`src/rtl/mux_arb_pkg.sv`:
```
// Shared constants, FSM encoding and the round-robin search helper for mux_rr_arbiter_4.
package mux_arb_pkg;
  localparam logic ST_IDLE = 1'b0;
  localparam logic ST_BUSY = 1'b1;
  localparam int   N_REQ   = 4;
  localparam int   SEL_W   = 2;

  typedef enum logic {
    S_IDLE = ST_IDLE,
    S_BUSY = ST_BUSY
  } state_t;

  // Index of the first set bit of req, searching ptr, ptr+1, ... modulo N_REQ.
  function automatic logic [SEL_W-1:0] first_from(input logic [N_REQ-1:0] req,
                                                  input logic [SEL_W-1:0] ptr);
    logic [SEL_W-1:0] idx;
    logic [SEL_W-1:0] k;
    idx = ptr;
    for (int i = N_REQ - 1; i >= 0; i--) begin
      k = ptr + SEL_W'(i);
      if (req[k]) idx = k;
    end
    return idx;
  endfunction
endpackage

```
`src/rtl/rr_pick4.sv`:
```
// Combinational round-robin picker: rotate requests so ptr is bit 0, priority-encode,
// then rotate the index back.
module rr_pick4
  import mux_arb_pkg::*;
(
  input  logic [N_REQ-1:0] req,
  input  logic [SEL_W-1:0] ptr,
  output logic             found,
  output logic [SEL_W-1:0] idx
);
  logic [N_REQ-1:0] w_rot;
  logic [SEL_W-1:0] w_off;

  generate
    for (genvar gi = 0; gi < N_REQ; gi++) begin : g_rot
      assign w_rot[gi] = req[SEL_W'(gi) + ptr];
    end
  endgenerate

  assign w_off = first_from(w_rot, '0);
  assign idx   = w_off + ptr;
  assign found = |req;
endmodule

```
`src/rtl/mux_rr_arbiter_4.sv`:
```
// Round-robin arbiter owning a 4-to-1 data mux; grant is held until the owner drops req.
// Define ARB_TIMEOUT_EN to preempt an owner after MAX_HOLD cycles when others are waiting.
module mux_rr_arbiter_4
  import mux_arb_pkg::*;
#(
  parameter int DATA_W   = 1,
  parameter int MAX_HOLD = 8
) (
  input  logic                    clk,
  input  logic                    rst,
  input  logic [N_REQ-1:0]        req,
  input  logic [N_REQ*DATA_W-1:0] in,
  output logic [N_REQ-1:0]        gnt,
  output logic [SEL_W-1:0]        sel,
  output logic                    valid,
  output logic [DATA_W-1:0]       out
);
  state_t             r_state;
  logic [N_REQ-1:0]   r_gnt;
  logic [SEL_W-1:0]   r_sel;
  logic [SEL_W-1:0]   r_ptr;

  logic [N_REQ-1:0]   w_owner_oh;
  logic [N_REQ-1:0]   w_pick_req;
  logic               w_owner_req;
  logic               w_found;
  logic [SEL_W-1:0]   w_idx;
  logic               w_take;
  logic               w_release;
  logic               w_expired;
  logic [DATA_W-1:0]  w_word [N_REQ];

  generate
    if (MAX_HOLD < 2) begin : g_max_hold_unsupported
      // A hold limit below 2 cycles is not a supported configuration.
    end
  endgenerate

  assign w_owner_oh  = N_REQ'(1) << r_sel;
  assign w_owner_req = req[r_sel];
  // While busy the owner is masked so a preemption can never re-pick it.
  assign w_pick_req  = (r_state == S_BUSY) ? (req & ~w_owner_oh) : req;

  rr_pick4 u_pick (
    .req   (w_pick_req),
    .ptr   (r_ptr),
    .found (w_found),
    .idx   (w_idx)
  );

`ifdef ARB_TIMEOUT_EN
  localparam int               HOLD_W    = $clog2(MAX_HOLD);
  localparam logic [HOLD_W-1:0] HOLD_LAST = HOLD_W'(MAX_HOLD - 1);
  logic [HOLD_W-1:0] r_hold_cnt;
  assign w_expired = (r_hold_cnt == HOLD_LAST);
`else
  assign w_expired = 1'b0;
`endif

  always_comb begin
    w_take    = 1'b0;
    w_release = 1'b0;
    case (r_state)
      S_IDLE: w_take = w_found;
      S_BUSY: begin
        if (!w_owner_req) begin
          w_take    = w_found;
          w_release = !w_found;
        end else begin
          w_take    = w_expired && w_found;
        end
      end
      default: ;
    endcase
  end

  always_ff @(posedge clk or posedge rst) begin
    if (rst) begin
      r_state    <= S_IDLE;
      r_gnt      <= '0;
      r_sel      <= '0;
      r_ptr      <= '0;
`ifdef ARB_TIMEOUT_EN
      r_hold_cnt <= '0;
`endif
    end else begin
      if (w_take) begin
        r_state <= S_BUSY;
        r_gnt   <= N_REQ'(1) << w_idx;
        r_sel   <= w_idx;
        r_ptr   <= w_idx + SEL_W'(1);
      end else if (w_release) begin
        r_state <= S_IDLE;
        r_gnt   <= '0;
      end
`ifdef ARB_TIMEOUT_EN
      // Counter saturates at HOLD_LAST when nobody else is waiting.
      if (w_take)
        r_hold_cnt <= '0;
      else if (r_state == S_BUSY && !w_expired)
        r_hold_cnt <= r_hold_cnt + HOLD_W'(1);
`endif
    end
  end

  generate
    for (genvar gi = 0; gi < N_REQ; gi++) begin : g_word
      assign w_word[gi] = in[gi*DATA_W +: DATA_W];
    end
  endgenerate

  assign gnt   = r_gnt;
  assign sel   = r_sel;
  assign valid = |r_gnt;
  assign out   = valid ? w_word[r_sel] : '0;
endmodule
```
`config.mk`:
```
export PLATFORM = sky130hd
export DESIGN_NAME = mux_rr_arbiter_4
export DESIGN_NICKNAME = d
export VERILOG_FILES = /design/src/rtl/mux_arb_pkg.sv /design/src/rtl/rr_pick4.sv /design/src/rtl/mux_rr_arbiter_4.sv
export SDC_FILE = /design/constraint.sdc
export NUM_CORES = 1
export LEC_CHECK = 0
export CORE_MARGIN = 5
export CORE_UTILIZATION = 48
export DETAILED_ROUTE_END_ITERATION = 12
export PLACE_DENSITY_LB_ADDON = 0.08
export SKIP_CTS_REPAIR_TIMING = 1
export SLEW_MARGIN = 0
export SYNTH_ARGS = -nofsm -noshare
export SYNTH_HDL_FRONTEND = slang
export SYNTH_HIERARCHICAL = 1
export SYNTH_SLANG_ARGS = --single-unit
```
`constraint.sdc`:
```
create_clock -name clk -period 3.82 [get_ports clk]
set_input_delay 0.573 -clock clk [delete_from_list [all_inputs] [get_ports clk]]
set_output_delay 0.573 -clock clk [all_outputs]
set_load 0.02 [all_outputs]
```
======== Yosys cells after proc, flatten, opt, wreduce, memory -nomap -nowiden ========
Index checks and enable logic that the tools add are counted.
word-level totals
  register bits after elaboration ......... 9
  input port bits ......................... 10
  word-level logic and storage cells ...... 52
operators by class
  $add $sub $neg .......................... 5
  magnitude comparators ................... 6
  shift operators ......................... 2
  multiplexer cells ....................... 27
  bitwise logic cells ..................... 4
  reductions and logical operators ........ 4
operators by type and width
  kind                   count
  $lt A2 B3 Y1 const B   5
  $mux W1                13
  $bmux W1 S2            6
  $mux W4                3
  $mux W2                4
  $reduce_or A4 Y1       2
  $shl A1 B2 Y4 const A  2
  $add A2 B2 Y2 const A  2
  $and A4 B4 Y4          1
  $not A4 Y4             1
  $ge A3 B3 Y1 const B   1
  $not A2 Y3             1
  $add A1 B2 Y2 const A  1
  $add A2 B1 Y2 const B  1
  $add A2 B2 Y2          1
  $pmux W1 S2            1
  $reduce_bool A2 Y1     1
  $logic_not A1 Y1       1
  $not A1 Y1             1

======== Depth between registers and ports, before layout ========
Gate-level depths: netlist of the first run.
  depth in word-level cells ............... 13
  mapped depth ............................ 15
  mapped depth without buffers ............ 14

======== Hierarchy ========
Netlist of the first run, hierarchy kept.
modules (own cells, without submodules)
  module            instances  cells an instance  area an instance (um2)  sequential area each (um2)
  mux_rr_arbiter_4  1          56                 610.6                   225.2
  rr_pick4          1          25                 166.4                   0.0

======== Worst setup path before layout of the first run ========
OpenSTA, ideal clock, no wires.
  path type ............................... flip-flop to flip-flop
  start point ............................. reg r_state
  end point ............................... reg r_gnt[0] (netlist: gnt[0])
  setup time .............................. 126 ps
  data arrival time ....................... 2789 ps
  required time ........................... 3694 ps
  path slack .............................. 905 ps
  stages on the path, launching flop included .. 16
  path buffers ............................ 1
  cell sequence ........................... dfrtp_1 > clkbuf_1 > inv_1 > o31a_2 > nor2_1 > a2bb2oi_1 > o211ai_1 > o21a_1 > ha_1 > xnor2_1 > xnor2_1 > inv_1 > ha_1 > mux2i_1 > nor2_1 > a221o_1
between the ends
  cells in the longest elaborated chain, start to end .. 10
  elaborated cells between the ends (all ways) .. 24
ends and longest elaborated chain
  item                           RTL line                source
  from (decl)                    mux_rr_arbiter_4.sv:18  state_t r_state;
  from (signal assigned)         mux_rr_arbiter_4.sv:79  r_state <= S_IDLE;
  from (signal assigned)         mux_rr_arbiter_4.sv:88  r_state <= S_BUSY;
  from (signal assigned)         mux_rr_arbiter_4.sv:93  r_state <= S_IDLE;
  $mux W4 (*)                    mux_rr_arbiter_4.sv:42  assign w_pick_req = (r_state == S_BUSY) ? (req & ~w_owner_oh) : req;
  net w_pick_req[0]              mux_rr_arbiter_4.sv:24  logic [N_REQ-1:0] w_pick_req;
  $bmux W1 S2                    rr_pick4.sv:16          assign w_rot[gi] = req[SEL_W'(gi) + ptr];
  $mux W1 (implied by the code)  rr_pick4.sv:16
  $mux W2 (3 in series)          mux_arb_pkg.sv:21       if (req[k]) idx = k;
  $mux W2 (*)                    mux_arb_pkg.sv:21
  $add A2 B2 Y2 (*)              rr_pick4.sv:21          assign idx = w_off + ptr;
  net w_idx[1]                   mux_rr_arbiter_4.sv:27  logic [SEL_W-1:0] w_idx;
  $shl A1 B2 Y4 (*)              mux_rr_arbiter_4.sv:89  r_gnt <= N_REQ'(1) << w_idx;
  $mux W4 (*)                    mux_rr_arbiter_4.sv:87  if (w_take) begin
  to (signal assigned)           mux_rr_arbiter_4.sv:89
  to (decl)                      mux_rr_arbiter_4.sv:19  logic [N_REQ-1:0] r_gnt;
Mark *: on every way through the listed nets, which the timed path passes. The rest lies on a longest branch. The select of a mux whose other input is x is not followed.
A chain may end at the register's enable or synchronous reset.

======== Worst setup path after layout of the first run ========
Same ends and word-level chain as after synthesis.

==> flow_metrics.env, run 1 <==
export IMPL_setup_violations=0
export IMPL_place_area_um2=951
export IMPL_finalHoldViolations=0
export IMPL_status="finished clean"
export IMPL_final_util_pct=64.1
export IMPL_critPathMaxFanout=9
export IMPL_grt_start_max_net_pins=10
export IMPL_cellLeakagePower_nw=0.438
export IMPL_clk_path_buf_depth=2
export IMPL_power_density_nw_per_um2=1030
export IMPL_fin_nets=114
export IMPL_dr_wl_met2_um=782
export IMPL_place_inst=110
export IMPL_r2r_end="gnt[0]"
export IMPL_place_gp_congestion=0.765
export IMPL_cp_arrival_ps=3330
export IMPL_rsz0062_at_grt="no"
export IMPL_ys_seq_area_share_pct=29.0
export IMPL_via_per_inst=5.88
export IMPL_fin_cells=114
export IMPL_synthArstFlopShare_pct=100
export IMPL_numCtsBuffers=3
export IMPL_ys_ff_latch=9
export IMPL_place_ws_ps=459
export IMPL_antenna_cells=0
export IMPL_top_layer_used="met4"
export IMPL_tns_ps=0
export IMPL_vdd_drop_max_v=0.000627
export IMPL_rr_worst_depth=14
export IMPL_crit_type="flip-flop to flip-flop"
export IMPL_fin_skew_ps=5.21
export IMPL_grt_pass1_wl_mm=3.10
export IMPL_fin_crit_ps=3190
export IMPL_avgSynthCellArea_um2=9.59
export IMPL_ys_top_cells_by_count="dfrtp_1 (9), nor2_1 (9), inv_1 (6)"
export IMPL_clkLatencyLatePin_ps=270
export IMPL_max_slew_worst_pin_slew_ps=379
export IMPL_synth_area_um2=777
export IMPL_synth_edf_count=0
export IMPL_cap_violations=0
export IMPL_slew_headroom_pct=74.7
export IMPL_synth_cells=81
export IMPL_wl_met3_um=118
export IMPL_p_total_mw=1.00
export IMPL_yosys_most_used_dff="dfrtp_1"
export IMPL_design_core_area_um2=1520
export IMPL_cts_tree="done"
export IMPL_die_h_um=50.2
export IMPL_htree_levels=1
export IMPL_rrSetupSlack_ps=630
export IMPL_cts_sinks=9
export IMPL_grt_pass1_vias=674
export IMPL_grt_overflow=0
export IMPL_synth_top_cell_area_share_pct=29.0
export IMPL_drc=0
export IMPL_first_pass_iters=4
export IMPL_syn_nets=96
export IMPL_yosys_area_top_type="dfrtp_1"
export IMPL_rr_startpoint="r_state"
export IMPL_drt_iter0_markers=29
export IMPL_finalCritPeriodShare_pct=83.4
export IMPL_fmax_mhz=314
export IMPL_hp_class="input port to asynchronous set/reset pin"
export IMPL_fin_area_um2=977
export IMPL_synth_area_top_cells="dfrtp_1 (29%), ha_1 (8.1%), mux2i_1 (6.4%), mux2_2 (5.8%), a221o_1 (5.2%)"
export IMPL_wl_met1_um=783
export IMPL_ant_nets=0
export IMPL_required_ps=3960
export IMPL_slew_violations=0
export IMPL_routedWlPerCell_um=15.0
export IMPL_root_buffer="clkbuf_4"
export IMPL_ys_warn_count=6
export IMPL_synthDistinctLibCells=34
export IMPL_die_area_um2=2520
export IMPL_hold_slack_ps=567
export IMPL_critPathCaptureType="flip-flop"
export IMPL_dp_hpwl_mm=1.33
export IMPL_antenna_found_initial=0
export IMPL_start_util_pct=51.0
export IMPL_num_rows=14
export IMPL_track_usage_pct=15.9
export IMPL_ios=18
export IMPL_drive_gt1_share_pct=14.3
export IMPL_die_w_um=50.2
export IMPL_vias=670
export IMPL_start_kind="flip-flop"
export IMPL_routed_wl_mm=1.71
export IMPL_clk_transition_reported_paths_ps=70
export IMPL_io_buffers=17
export IMPL_setup_ws_ps=634
export IMPL_area_growth_pct=25.8
-- cell usage in the layout (no fill, tap or decap), types with 2 or more instances in the layout --
| cell | Yosys | routed |
|---|---|---|
| clkdlybuf4s50_1 | 0 | 17 |
| nor2_1 | 9 | 9 |
| dfrtp_1 | 9 | 9 |
| inv_1 | 6 | 6 |
| mux2i_1 | 5 | 5 |
| nand2_1 | 5 | 5 |
| ha_1 | 5 | 5 |
| mux2_2 | 4 | 4 |
| a221o_1 | 4 | 4 |
| o21a_1 | 3 | 3 |
| clkbuf_4 | 0 | 3 |
| a211oi_1 | 2 | 2 |
| nor2b_1 | 2 | 2 |
| a21oi_1 | 2 | 2 |
| xnor2_1 | 2 | 2 |
-- critical path, cell delays in order (launching register included) --
cell and delay, ps:
dfrtp_1 520, inv_1 110, o31a_2 420, nor2_1 160, a2bb2oi_1 190, o211ai_1 100, o21a_1 120, ha_1 180
xnor2_1 130, xnor2_1 310, inv_1 130, ha_1 220, mux2i_1 130, nor2_1 50, a221o_1 280
-- sequential cells by signal (all words and copies together) (netlist names) --
name     flops
r_state      1
r_ptr        2
gnt          4
sel          2
-- logic make-up after synthesis --
logic type               after synthesis  share of synthesized area (%)
AO/OA/AOI/OAI                         20                           20.6
XOR/XNOR                               2                           2.25
adder cells (fa/ha/maj)                5                           8.05
buffers and inverters                 10                           4.99
flip-flops                             9                           29.0
multiplexers                          12                           20.5
AND/OR/NAND/NOR                       23                           14.7
-- worst max path at each step --
stage / end / slack, ps / cells past startpoint / startpoint
5_1_grt: gnt[1] / 360 / 14 / r_state
3_3_place_gp: gnt[0] / 560 / 14 / req[2]
6_report: gnt[0] / 630 / 14 / r_state
3_5_place_dp: gnt[0] / 460 / 14 / req[2]
2_1_floorplan: gnt[0] / 910 / 15 / r_state
4_1_cts: gnt[0] / 660 / 14 / r_state
-- where the power goes --
group | internal (mW) | total, mW | leakage [nW] | switching, mW
Combinational | 0.366 | 0.716 | 0.314 | 0.350
Clock | 0.0404 | 0.0766 | 0.0150 | 0.0362
Sequential | 0.142 | 0.209 | 0.109 | 0.0677
Total | 0.548 | 1.00 | 0.438 | 0.454
-- area by class of cell --
| cell class | count | area, um^2 |
|---|---|---|
| flip-flops and latches | 9 | 225 |
| well taps | 16 | 20.0 |
| fillers | 132 | 547 |
| multi-input cells | 62 | 513 |
| repair buffers | 17 | 170 |
| clock buffers | 4 | 26.3 |
| inverters | 6 | 22.5 |
-- per-layer routing --
layer | GRT usage [%] | vias to the layer above
met5 | 0 | -
met4 | 8.73 | 0
met3 | 4.44 | 4
met2 | 22.8 | 18
met1 | 21.2 | 316
li1 | - | 332
(Power assumes the default switching activity.)
==> inputs of run 2 (changes only) <==
==> constraint.sdc (replaced) <==
create_clock -name clk -period 3.02 [get_ports clk]
set_input_delay 0.453 -clock clk [delete_from_list [all_inputs] [get_ports clk]]
set_output_delay 0.453 -clock clk [all_outputs]
set_load 0.02 [all_outputs]
==> flow_metrics.env, run 2 (synthesized netlist as in run 1, its figures left out) <==
export IMPL_status="finished clean"
export IMPL_grt_pass1_wl_mm=3.17
export IMPL_io_buffers=17
export IMPL_clk_path_buf_depth=2
export IMPL_fin_nets=123
export IMPL_cellLeakagePower_nw=0.493
export IMPL_crit_type="input port to flip-flop"
export IMPL_ant_nets=0
export IMPL_setup_violations=0
export IMPL_max_slew_worst_pin_slew_ps=353
export IMPL_fin_cells=123
export IMPL_htree_levels=1
export IMPL_hp_class="input port to asynchronous set/reset pin"
export IMPL_start_kind="input port"
export IMPL_die_w_um=50.2
export IMPL_largest_register_ffs=4
export IMPL_drive_gt1_share_pct=29.0
export IMPL_fin_skew_ps=14.6
export IMPL_slew_violations=0
export IMPL_power_density_nw_per_um2=1310
export IMPL_via_per_inst=5.70
export IMPL_vdd_drop_max_v=0.000673
export IMPL_clkLatencyLatePin_ps=270
export IMPL_die_h_um=50.2
export IMPL_clk_transition_reported_paths_ps=70
export IMPL_vias=701
export IMPL_start_util_pct=51.0
export IMPL_finalCritPeriodShare_pct=96.3
export IMPL_grt_overflow=0
export IMPL_slew_headroom_pct=76.4
export IMPL_first_pass_iters=4
export IMPL_num_rows=14
export IMPL_critPathCaptureType="flip-flop"
export IMPL_routed_wl_mm=1.94
export IMPL_place_area_um2=1000
export IMPL_final_common_cell="clkdlybuf4s50_1"
export IMPL_routedWlPerCell_um=15.8
export IMPL_grt_pass1_vias=699
export IMPL_fmax_mhz=344
export IMPL_die_area_um2=2520
export IMPL_drt_iter0_markers=18
export IMPL_track_usage_pct=15.8
export IMPL_antenna_found_initial=0
export IMPL_place_ws_ps=-113
export IMPL_final_util_pct=70.8
export IMPL_place_inst=117
export IMPL_required_ps=3150
export IMPL_cap_violations=0
export IMPL_numCtsBuffers=3
export IMPL_critPathMaxFanout=6
export IMPL_place_gp_congestion=0.783
export IMPL_grt_start_max_net_pins=10
export IMPL_cp_arrival_ps=3040
export IMPL_root_buffer="clkbuf_4"
export IMPL_cts_sinks=9
export IMPL_design_core_area_um2=1520
export IMPL_fin_area_um2=1080
export IMPL_area_growth_pct=38.8
export IMPL_finalHoldViolations=0
export IMPL_drc=0
export IMPL_dp_hpwl_mm=1.48
export IMPL_ios=18
export IMPL_final_cell_mix="clkdlybuf4s50_1 (16), buf_4 (9), dfrtp_1 (8)"
export IMPL_cts_tree="done"
export IMPL_fin_crit_ps=2910
export IMPL_setup_ws_ps=112
export IMPL_antenna_cells=0
==> run 2: cell count changes in the layout (fill, tap and decap cells not counted), sizes merged <==
cell | before | now
buf | 0 | 9
clkdlybuf4s50 | 17 | 16
dlymetal6s2s | 0 | 1
==> run 2: per-layer routing <==
| layer | GRT usage, % | vias to the layer above | wire (um) |
|---|---|---|---|
| li1 | - | 346 | - |
| met2 | 25.3 | 20 | 950 |
| met5 | 0 | - | 0 |
| met3 | 6.51 | 0 | 149 |
| met4 | 2.62 | 0 | 0 |
| met1 | 20.1 | 335 | 844 |
==> run 2: path summary, 6_finish.rpt <==
path / start / cells past startpoint / endpoint / slack [ps]
hold reg to reg: gnt[3] / 1 / gnt[3] / 590
max in group asynchronous: rst / 2 / sel[0] / 2300
setup / recovery: req[2] / 14 / gnt[0] / 110
min in group clk: gnt[3] / 1 / gnt[3] / 590
setup reg to reg: sel[0] / 13 / gnt[0] / 160
hold / removal: rst / 2 / sel[1] / 440
==> run 2: cell type report <==
type / count / area [um^2]
fillers: 116 / 445
inverters: 6 / 22.5
well taps: 16 / 20.0
multi-input cells: 62 / 543
flip-flops and latches: 9 / 226
clock buffers: 4 / 26.3
repair buffers: 26 / 240
==> run 2: per-stage QoR <==
stage                     TNS (ps)  power (mW)  hold WS, ps
after floorplan                  0       0.937          281
final                            0        1.41          443
after global placement       -13.8        1.21          555
after detailed placement      -276        1.25          572
after CTS                        0        1.35          453
after global routing         -35.7        1.55          466
==> run 2: report_power, final <==
group	total, mW	internal (mW)	switching, mW
Clock	0.0927	0.0508	0.0419
Combinational	1.06	0.555	0.507
Sequential	0.259	0.181	0.0781
==> run 2: worst max-delay path: stages <==
cell             delay [ps]
clkdlybuf4s50_1         490
o21a_2                  220
nand2_1                  70
a21oi_1                 140
o2bb2ai_1                90
o21a_1                  180
ha_1                    180
xnor2_1                 130
xnor2_1                 320
inv_1                   120
ha_2                    200
mux2i_1                 130
nor2_1                   50
a221o_1                 260
==> inputs of run 3 (changes only) <==
--- a/config.mk
+++ b/config.mk
@@ -5,10 +5,13 @@
 export SDC_FILE = /design/constraint.sdc
 export NUM_CORES = 1
 export LEC_CHECK = 0
+export CAP_MARGIN = 40
 export CORE_MARGIN = 5
 export CORE_UTILIZATION = 48
 export DETAILED_ROUTE_END_ITERATION = 12
+export HOLD_SLACK_MARGIN = 0.02
 export PLACE_DENSITY_LB_ADDON = 0.08
+export RECOVER_POWER = 50
 export SKIP_CTS_REPAIR_TIMING = 1
 export SLEW_MARGIN = 0
 export SYNTH_ARGS = -nofsm -noshare
==> flow_metrics.env, run 3 (synthesized netlist as in run 1, its figures left out) <==
export IMPL_vdd_drop_max_v=0.000673
export IMPL_cts_sinks=9
export IMPL_critPathCaptureType="flip-flop"
export IMPL_start_util_pct=51.0
export IMPL_place_ws_ps=-113
export IMPL_slew_violations=0
export IMPL_setup_violations=0
export IMPL_final_cell_mix="clkdlybuf4s50_1 (12), buf_4 (9), dfrtp_1 (8)"
export IMPL_fmax_mhz=343
export IMPL_die_area_um2=2520
export IMPL_ant_nets=0
export IMPL_dp_hpwl_mm=1.48
export IMPL_place_gp_congestion=0.783
export IMPL_crit_type="input port to flip-flop"
export IMPL_final_common_cell="clkdlybuf4s50_1"
export IMPL_via_per_inst=5.72
export IMPL_grt_overflow=0
export IMPL_design_core_area_um2=1520
export IMPL_antenna_cells=0
export IMPL_crit_path_max_incr_delay_ps=490
export IMPL_status="finished clean"
export IMPL_cap_violations=0
export IMPL_crit_start="req[2]"
export IMPL_max_slew_worst_pin_slew_ps=353
export IMPL_finalCritPeriodShare_pct=96.4
export IMPL_grt_pass1_wl_mm=3.17
export IMPL_rr_startpoint="sel[0]"
export IMPL_die_w_um=50.2
export IMPL_ios=18
export IMPL_routed_wl_mm=1.95
export IMPL_drt_iter0_markers=18
export IMPL_slew_headroom_pct=76.5
export IMPL_cellLeakagePower_nw=0.500
export IMPL_vias=704
export IMPL_routedWlPerCell_um=15.8
export IMPL_cp_arrival_ps=3040
export IMPL_die_h_um=50.2
export IMPL_first_pass_iters=4
export IMPL_required_ps=3150
export IMPL_largest_register_ffs=4
export IMPL_setup_ws_ps=108
export IMPL_crit_top_cell="xnor2_1"
export IMPL_track_usage_pct=15.8
export IMPL_fin_nets=123
export IMPL_root_buffer="clkbuf_4"
export IMPL_drc=0
export IMPL_cp_slowest_cell="clkdlybuf4s50_1"
export IMPL_grt_start_max_net_pins=10
export IMPL_drive_gt1_share_pct=29.0
export IMPL_antenna_found_initial=0
export IMPL_fin_crit_ps=2910
export IMPL_grt_pass1_vias=699
export IMPL_clk_transition_reported_paths_ps=70
export IMPL_num_rows=14
export IMPL_hp_class="input port to asynchronous set/reset pin"
export IMPL_io_buffers=17
export IMPL_area_growth_pct=38.8
export IMPL_htree_levels=1
export IMPL_critPathMaxFanout=6
export IMPL_fin_skew_ps=14.6
export IMPL_numCtsBuffers=3
export IMPL_worstPathCellList="clkdlybuf4s50_1 > o21a_2 > nand2_1 > a21oi_1 > o2bb2ai_1 > o21a_1 > ha_1 > xnor2_1 > xnor2_1 > inv_1 > ha_2 > mux2i_1 > nor2_1 > a221o_1"
export IMPL_finalHoldViolations=0
export IMPL_clkLatencyLatePin_ps=270
export IMPL_cts_tree="done"
export IMPL_final_util_pct=70.8
export IMPL_start_kind="input port"
export IMPL_p_total_mw=1.41
export IMPL_clk_path_buf_depth=2
export IMPL_power_density_nw_per_um2=1310
## run 3: changes by cell type in the layout (fill, tap and decap cells not counted), sizes merged
cell | previous run | this run
dlygate4sd3 | 0 | 4
clkdlybuf4s50 | 16 | 12
## run 3: metrics by stage
| stage | hold slack, ps | TNS (ps) | instance area (um^2) | cells |
|---|---|---|---|---|
| detailed placement | 572 | -276 | 1000 | 117 |
| global placement | 555 | -13.8 | 1000 | 117 |
| floorplan | 281 | 0 | 777 | 81 |
| finish | 581 | 0 | 1080 | 123 |
| global route | 603 | -35.7 | 1080 | 123 |
| CTS | 453 | 0 | 1030 | 121 |
## run 3: cell type report
class | instances | area, um^2
fillers | 116 | 445
inverters | 6 | 22.5
repair buffers | 26 | 240
clock buffers | 4 | 26.3
multi-input cells | 62 | 543
flip-flops and latches | 9 | 226
well taps | 16 | 20.0
## run 3: per-layer routing
layer	up-vias	GRT usage, %	share of wire [%]
met4	0	2.62	0
met2	20	25.3	49
met1	337	20.1	43
li1	347	-	-
met3	0	6.51	7.7
met5	-	0	0
## run 3: path summary, 6_finish.rpt
path                            slack, ps  cells past startpoint      to
worst max-delay path                  110                     14  gnt[0]
worst min-delay path                  580                      2  sel[1]
worst max register to register        150                     13  gnt[0]
worst min register to register        580                      1  gnt[3]
max in group asynchronous            2160                      2  sel[0]
min in group clk                      580                      1  gnt[3]
## run 3: power by group
group,internal [mW],switching [mW],leakage [nW]
clock,0.0508,0.0419,0.0150
combinational,0.550,0.507,0.377
sequential,0.181,0.0775,0.108
total,0.781,0.627,0.500
## run 3: critical path, delay by kind of cell
family / cells / cell delay [ps]
buf+inv: 2 / 610
mux: 1 / 130
fa+ha+maj: 2 / 380
xor+xnor: 2 / 450
compound gates: 5 / 890
simple gates: 2 / 120
